$ cat config.mk
export PLATFORM = sky130hd
export DESIGN_NAME = mac2x2_accumulator
export DESIGN_NICKNAME = d
export VERILOG_FILES = /design/src/rtl/mac2x2_accumulator_pkg.sv /design/src/rtl/multiplier2x2.sv /design/src/rtl/mac2x2_accumulator.sv
export SDC_FILE = /design/constraint.sdc
export NUM_CORES = 1
export LEC_CHECK = 0
export BUFFER_PORTS_ARGS = -buffer_cell sky130_fd_sc_hd__buf_4
export CAP_MARGIN = 20
export CORE_UTILIZATION = 33
export DETAILED_ROUTE_END_ITERATION = 8
export PLACE_DENSITY = 0.58
export REMOVE_ABC_BUFFERS = 1
export SLEW_MARGIN = 20
export SYNTH_ARGS = -nofsm -noshare
export SYNTH_HDL_FRONTEND = slang
export SYNTH_SLANG_ARGS = --single-unit
$ cat constraint.sdc
create_clock -name clk -period 1.95 [get_ports clk]
set_input_delay 0.0975 -clock clk [delete_from_list [all_inputs] [get_ports clk]]
set_output_delay 0.0975 -clock clk [all_outputs]
set_load 0.1 [all_outputs]
$ cat src/rtl/mac2x2_accumulator_pkg.sv
// Shared definitions for the 2x2 multiply-accumulate block:
// FSM state encoding and the product width of the 2x2 multiplier.
package mac2x2_accumulator_pkg;

  // Job control states; encoding is fixed so external debug taps stay stable.
  typedef enum logic [1:0] {
    IDLE = 2'b00,
    RUN  = 2'b01,
    DONE = 2'b10
  } state_t;

  // Width of a 2-bit x 2-bit unsigned product (max 3*3 = 9).
  localparam int PROD_W = 4;

endpackage : mac2x2_accumulator_pkg

$ cat src/rtl/multiplier2x2.sv
// Combinational 2-bit x 2-bit unsigned multiplier.
module multiplier2x2
  import mac2x2_accumulator_pkg::*;
(
  input  logic [1:0]        a,
  input  logic [1:0]        b,
  output logic [PROD_W-1:0] c
);

  // Operands are widened first so the product is formed at full width.
  assign c = {2'b00, a} * {2'b00, b};

endmodule : multiplier2x2

$ cat src/rtl/mac2x2_accumulator.sv
// Saturating multiply-accumulate over a job of len operand pairs.
// A job is started in IDLE, consumes len (a, b) transfers in RUN and
// presents the sum in DONE until the consumer takes it.
module mac2x2_accumulator
  import mac2x2_accumulator_pkg::*;
#(
  parameter int ACC_W = 8,
  parameter int LEN_W = 4
) (
  input  logic             clk,
  input  logic             rst,
  input  logic             start,
  input  logic [LEN_W-1:0] len,
  input  logic             in_valid,
  input  logic [1:0]       a,
  input  logic [1:0]       b,
  output logic             in_ready,
  output logic [ACC_W-1:0] acc,
  output logic             out_valid,
  input  logic             out_ready,
  output logic             busy,
  output logic             ovf
);

  state_t             state_reg, state_next;
  logic [ACC_W-1:0]   acc_reg, acc_next;
  logic [LEN_W-1:0]   remaining_reg, remaining_next;
  logic               ovf_reg, ovf_next;

  logic [PROD_W-1:0]  prod;
  logic [ACC_W:0]     sum_wide;
  logic [ACC_W-1:0]   sum_sat;
  logic               sum_carry;

  multiplier2x2 u_mult (
    .a (a),
    .b (b),
    .c (prod)
  );

  // One extra bit catches the carry out; any carry means the true sum
  // no longer fits and the result clamps to all ones.
  assign sum_wide  = {1'b0, acc_reg} + (ACC_W + 1)'(prod);
  assign sum_carry = sum_wide[ACC_W];
  assign sum_sat   = sum_carry ? '1 : sum_wide[ACC_W-1:0];

  // State and datapath registers; reset is asynchronous so outputs drop at once.
  always_ff @(posedge clk or posedge rst) begin
    if (rst) begin
      state_reg     <= IDLE;
      acc_reg       <= '0;
      remaining_reg <= '0;
      ovf_reg       <= 1'b0;
    end else begin
      state_reg     <= state_next;
      acc_reg       <= acc_next;
      remaining_reg <= remaining_next;
      ovf_reg       <= ovf_next;
    end
  end

  // Next-state and datapath update; everything holds unless a rule below fires.
  always_comb begin
    state_next     = state_reg;
    acc_next       = acc_reg;
    remaining_next = remaining_reg;
    ovf_next       = ovf_reg;
    case (state_reg)
      IDLE: begin
        if (start) begin
          acc_next = '0;
          ovf_next = 1'b0;
          if (len != '0) begin
            remaining_next = len;
            state_next     = RUN;
          end else begin
            remaining_next = '0;
            state_next     = DONE;
          end
        end
      end
      RUN: begin
        if (in_valid) begin
          acc_next       = sum_sat;
          ovf_next       = ovf_reg | sum_carry;
          remaining_next = remaining_reg - LEN_W'(1);
          if (remaining_reg == LEN_W'(1)) begin
            state_next = DONE;
          end
        end
      end
      DONE: begin
        // Returning to IDLE here means a start seen on this same edge is
        // dropped; the next job can only begin one cycle later.
        if (out_ready) begin
          state_next = IDLE;
        end
      end
      default: begin
        state_next = IDLE;
      end
    endcase
  end

  // Handshake flags decode straight from the state register, so there is
  // no combinational path from the input side to out_valid.
  assign in_ready  = (state_reg == RUN);
  assign out_valid = (state_reg == DONE);
  assign busy      = (state_reg != IDLE);
  assign acc       = acc_reg;
  assign ovf       = ovf_reg;

endmodule : mac2x2_accumulator

== Word-level counts from Yosys, hierarchy flattened ==
Cells that the tools add are included.
Widths: inputs -> output; s select.
Word-level totals
  register bits after elaboration: 15
  input port bits: 13
  output and inout port bits: 12
  word-level logic and storage cells: 38
Cells by class
  add/subtract/negate cells: 2
  multiply operators: 1
  equality and inequality tests: 7
  mux-type cells: 17
  bitwise operators: 1
  reductions and logical operators: 6
Operators by type and width (count)
  $mux 8: 3
  $pmux 8 s2: 1
  $mux 4: 3
  $mux 2: 5
  $add 8x4->9: 1
  $pmux 4 s2: 1
  $pmux 2 s3: 1
  $eq 4x1->1 const B: 1
  $mul 2x2->4: 1
  $ne 2x1->1 const B: 2
  $ne 2x2->1 const B: 2
  $reduce_and 4->1: 1
  $reduce_bool 2->1: 2
  $reduce_bool 4->1: 1
  $sub 4x1->4 const B: 1
  $reduce_and 3->1: 1
  $eq 2x1->1 const B: 1
  $eq 2x2->1 const B: 1
  $logic_not 2->1: 1
  $mux 1: 2
  $pmux 1 s2: 1
  $or 1x1->1: 1

== Depth between registers and ports, before layout ==
  depth after elaboration: 5
  gate-level depth with buffers: 8
  gate-level depth less buffers: 8

== By module ==
A second synthesis with hierarchy kept.
Unflattened totals
  cell total of the unflattened synthesis: 117
  area, all modules: 1019.7 µm²
Modules (own cells, without submodules)
  mac2x2_accumulator: instances 1, cells each 111, area each 969.7 µm², sequential area each 375.4 µm²
  multiplier2x2: instances 1, cells each 6, area each 50.0 µm², sequential area each 0.0 µm²

== Least setup slack after synthesis ==
Ideal clock, no wire load.
  path type: register to register
  start: register acc_reg[1], in the netlist acc[1]
  end: register acc_reg[5], in the netlist acc[5]
  library setup time: 0.084 ns
  data arrival time: 2.616 ns
  data required time: 1.866 ns
  setup slack: -0.749 ns
  stages on the path, launching flop included: 8
  path buffers: 0
  clock period less this slack: 2.699 ns
  cell sequence: dfrtp_1 -> fa_1 -> ha_1 -> fa_1 -> a21o_1 -> a21oi_1 -> o21ai_0 -> o21ai_0
On the way
  word-level cells in the longest chain between the ends: 4
RTL lines
  from (decl): line mac2x2_accumulator.sv:26  | logic [ACC_W-1:0] acc_reg, acc_next;
  from (signal assigned): line mac2x2_accumulator.sv:56  | acc_reg <= acc_next;
  $add 8x4->9: line mac2x2_accumulator.sv:43  | assign sum_wide = {1'b0, acc_reg} + (ACC_W + 1)'(prod);
  $mux 8: line mac2x2_accumulator.sv:45  | assign sum_sat = sum_carry ? '1 : sum_wide[ACC_W-1:0];
  $mux 8: line mac2x2_accumulator.sv:83  | if (in_valid) begin
  $pmux 8 s2: line mac2x2_accumulator.sv:68  | case (state_reg)
Every way passes these cells. The select of a mux whose other input is x is not followed.
A chain may end at the register's enable or synchronous reset.

== Final worst setup path ==
Ends and elaborated chain as after synthesis.

==> run_results.csv <==
group,metric,value,unit
setup_path,startpoint_type,"flip-flop",
floorplanning,pin_count,25,
outcome,violations,"negative setup slack",
timing,tightest_slew,0.5905,ns
clock_network,clockBufferDepth,2,
setup_path,critical_path.endpoint_type,"flip-flop",
routing,drt-total-wl,2214,um
routing,drc_errors,0,
final_layout,areaGrowthSynthToFinish,29.36,%
timing,rsz0062_at_grt,"true",
setup_path,worstPathArrival,2.18,ns
setup_path,worstPathRequired,2.11,ns
logic_synthesis,synthArstFlopShare,100.0,%
timing,period_share,103.2,%
routing,dr_total_vias,886,
grt,overflow,0,
clock_network,h-tree-depth,1,
logic_synthesis,synth_area_per_cell,9.207,um^2
final_layout,fin_cells,169,
floorplanning,core_area,0.002781,mm^2
clock_network,cts_tree,"done",
timing,finClkSkew,0.007592,ns
final_layout,n_antenna_cell,0,
place,placedInstanceArea,0.001191,mm^2
routing,wl_per_cell,13.10,um
timing,min_period,2.013,ns
final_layout,stdcell_area,0.001262,mm^2
clock_network,clkSinkCount,15,
routing,first_pass_iters,4,
logic_synthesis,synth_cells,106,
worst_hold_path,hp-class,"in2reg",
setup_path,path_cells,"fa_1, ha_2, fa_2, a21o_1, a31oi_1, o21ai_1",
timing,setup_viol,2,
setup_path,cp_max_fo,4,
logic_synthesis,synth_ff_type,"dfrtp_1",
routing,drt_iter0_markers,27,
floorplanning,die_h,56.38,um
floorplanning,fp.dieW,56.38,um
final_layout,post-route-util,45.39,%
power_and_ir_drop,peakVddDrop,1.132,mV
final_layout,largest_reg_flops,8,
clock_network,cts-root-buf,"clkbuf_4",
timing,finalHoldViolCount,0,
place,hpwl,1698,um
setup_path,worst-path-buf-inv,0,
clock_network,clkLatencyLatePin,0.28,ns
logic_synthesis,ys_seq_area_share,38.46,%
logic_synthesis,synth_enable_flop_cells,0,
logic_synthesis,yosysWarnings,0,
grt,antenna_found_initial,0,
grt,grt_pass1_vias,888,
floorplanning,initial_core_util,35.09,%
grt,grt_first_pass_wirelength,3753,um
place,portBuffers,24,
final_layout,finish.net_count,161,
grt,grt_max_degree,16,
timing,tns,-0.1084,ns
outcome,status,"complete, but fails checks",
timing,fin_ws,-0.06254,ns
setup_path,cp_slowest_cell,"fa_1",
setup_path,worstSetupPathType,"reg2reg",
setup_path,critPathMaxStageDelay,0.45,ns
logic_synthesis,syn_area,975.9,um^2
logic_synthesis,ys_types,33,
grt,grt_use_total,15.20,%
floorplanning,std_cell_rows,19,
routing,drtAntennaViolNets,0,
floorplanning,die-area,0.003179,mm^2
clock_network,path_clk_slew,0.09,ns
timing,fmax,0.4969,GHz
clock_network,cts_buffers,3,
final_layout,drive_above_1_share,30.43,%
place,gp_congestion,0.8716,
power_and_ir_drop,p_leak,0.6527,nW
timing,relSlewSlack,60.59,%
routing,vias_per_cell,5.243,
power_and_ir_drop,power.density,1474,mW/mm^2
place,dp.cells,162,
timing,final_max_slew_viol_count,0,
job,cap_violations,0,
logic_synthesis,synth_seq_cells,15,
setup_path,critical-path-top-delay-family,"adder cells",
==> through the flow <==
| step | hold WS [ns] | setup WS (ns) | total power, mW |
|---|---|---|---|
| floorplan | -0.001021 | -0.7495 | 1.384 |
| global placement | 0.2025 | -0.1246 | 1.644 |
| detailed placement | 0.2070 | -0.2069 | 1.663 |
| CTS | 0.06409 | -0.06718 | 1.861 |
| global route | 0.1064 | -0.1586 | 2.003 |
| finish | 0.07332 | -0.06254 | 1.861 |
==> synth_stat cells (2+ instances only) <==
cell      instances  share of area (%)
dfrtp_1          15                 38
o21ai_0          12                6.2
nand2_1          11                4.2
a21oi_1           8                4.1
ha_1              7                9.0
inv_1             5                1.9
nor2_1            5                1.9
a31oi_1           4                2.6
and2_1            4                2.6
buf_6             3                3.5
nand3_1           3                1.5
a21o_1            2                1.5
and3_1            2                1.3
fa_1              2                4.1
mux2i_1           2                2.1
nand2b_1          2                1.3
nand4_1           2                1.3
nor2b_1           2                1.3
==> logic make-up (layout without fill, tap and decap cells) <==
group                    count (synthesis)  in the layout  synth area share, %
XOR/XNOR                                 1              1               0.8976
AND/OR/NAND/NOR                         38             38                20.26
adder cells (fa/ha/maj)                  9              9                13.08
buffers and inverters                    9             41                6.026
multiplexers                             2              2                2.051
AO/OA/AOI/OAI                           32             32                19.23
flip-flops                              15             15                38.46
==> tightest hold or removal path: stages <==
cell and delay (ns):
buf_4 0.11, nand2_1 0.04, o21ai_0 0.06
==> where the power goes <==
part / switching (mW) / internal, mW / total (mW) / leakage [nW]
Combinational: 0.833 / 0.344 / 1.18 / 0.444
Clock: 0.101 / 0.0793 / 0.180 / 0.0150
Sequential: 0.0960 / 0.407 / 0.503 / 0.194
==> per-layer routing <==
layer	up-vias	wire length, um	GRT usage (%)
li1	439	-	-
met1	427	989	17.88
met2	18	1139	26.70
met3	2	72	2.304
met4	0	12	7.666
met5	-	0	0
==> worst paths after layout <==
path	start	endpoint	slack, ns	cells after the start
hold reg to reg	acc[0]	acc[0]	0.51	2
setup reg to reg	acc[1]	acc[5]	-0.06	6
setup / recovery	acc[1]	acc[5]	-0.06	6
hold / removal	len[0]	remaining_reg[0]	0.07	3
min in group asynchronous	rst	acc[0]	0.43	3
max in group asynchronous	rst	acc[5]	1.13	3
==> placed cells by master (no fill, tap or decap), types with 2 or more instances in the layout <==
cell      count
o21ai_1       4
nand4_1       2
nand2b_1      2
buf_4        30
o21ai_0       8
inv_1         5
ha_1          6
a21o_1        2
dfrtp_1      15
mux2i_1       2
nor2_1        5
nor2b_1       2
and3_1        2
nand3_1       2
a31oi_1       4
and2_1        4
clkbuf_4      3
a21oi_1       6
nand2_1      10
a21oi_2       2
==> layout make-up <==
| cell class | instances | area [um^2] |
|---|---|---|
| Fill cell | 275 | 1519 |
| Tap cell | 31 | 38.79 |
| Clock buffer | 4 | 26.28 |
| Sequential cell | 15 | 375.4 |
| Inverter | 6 | 25.02 |
| Multi-Input combinational cell | 82 | 561.8 |
| Timing Repair Buffer | 31 | 235.2 |
==> timing repair <==
item / 4_1_cts / 5_1_grt
pin swaps: 6 / 3
gates resized for setup: 5 / 5
hold buffers: 1 / 0
setup buffers: 2 / 0
cloned: 0 / 0
endpoints found under the hold margin: 15 / 0
endpoints found under the setup margin: 3 / 5
Note: power is estimated with default switching activity, not from simulation.
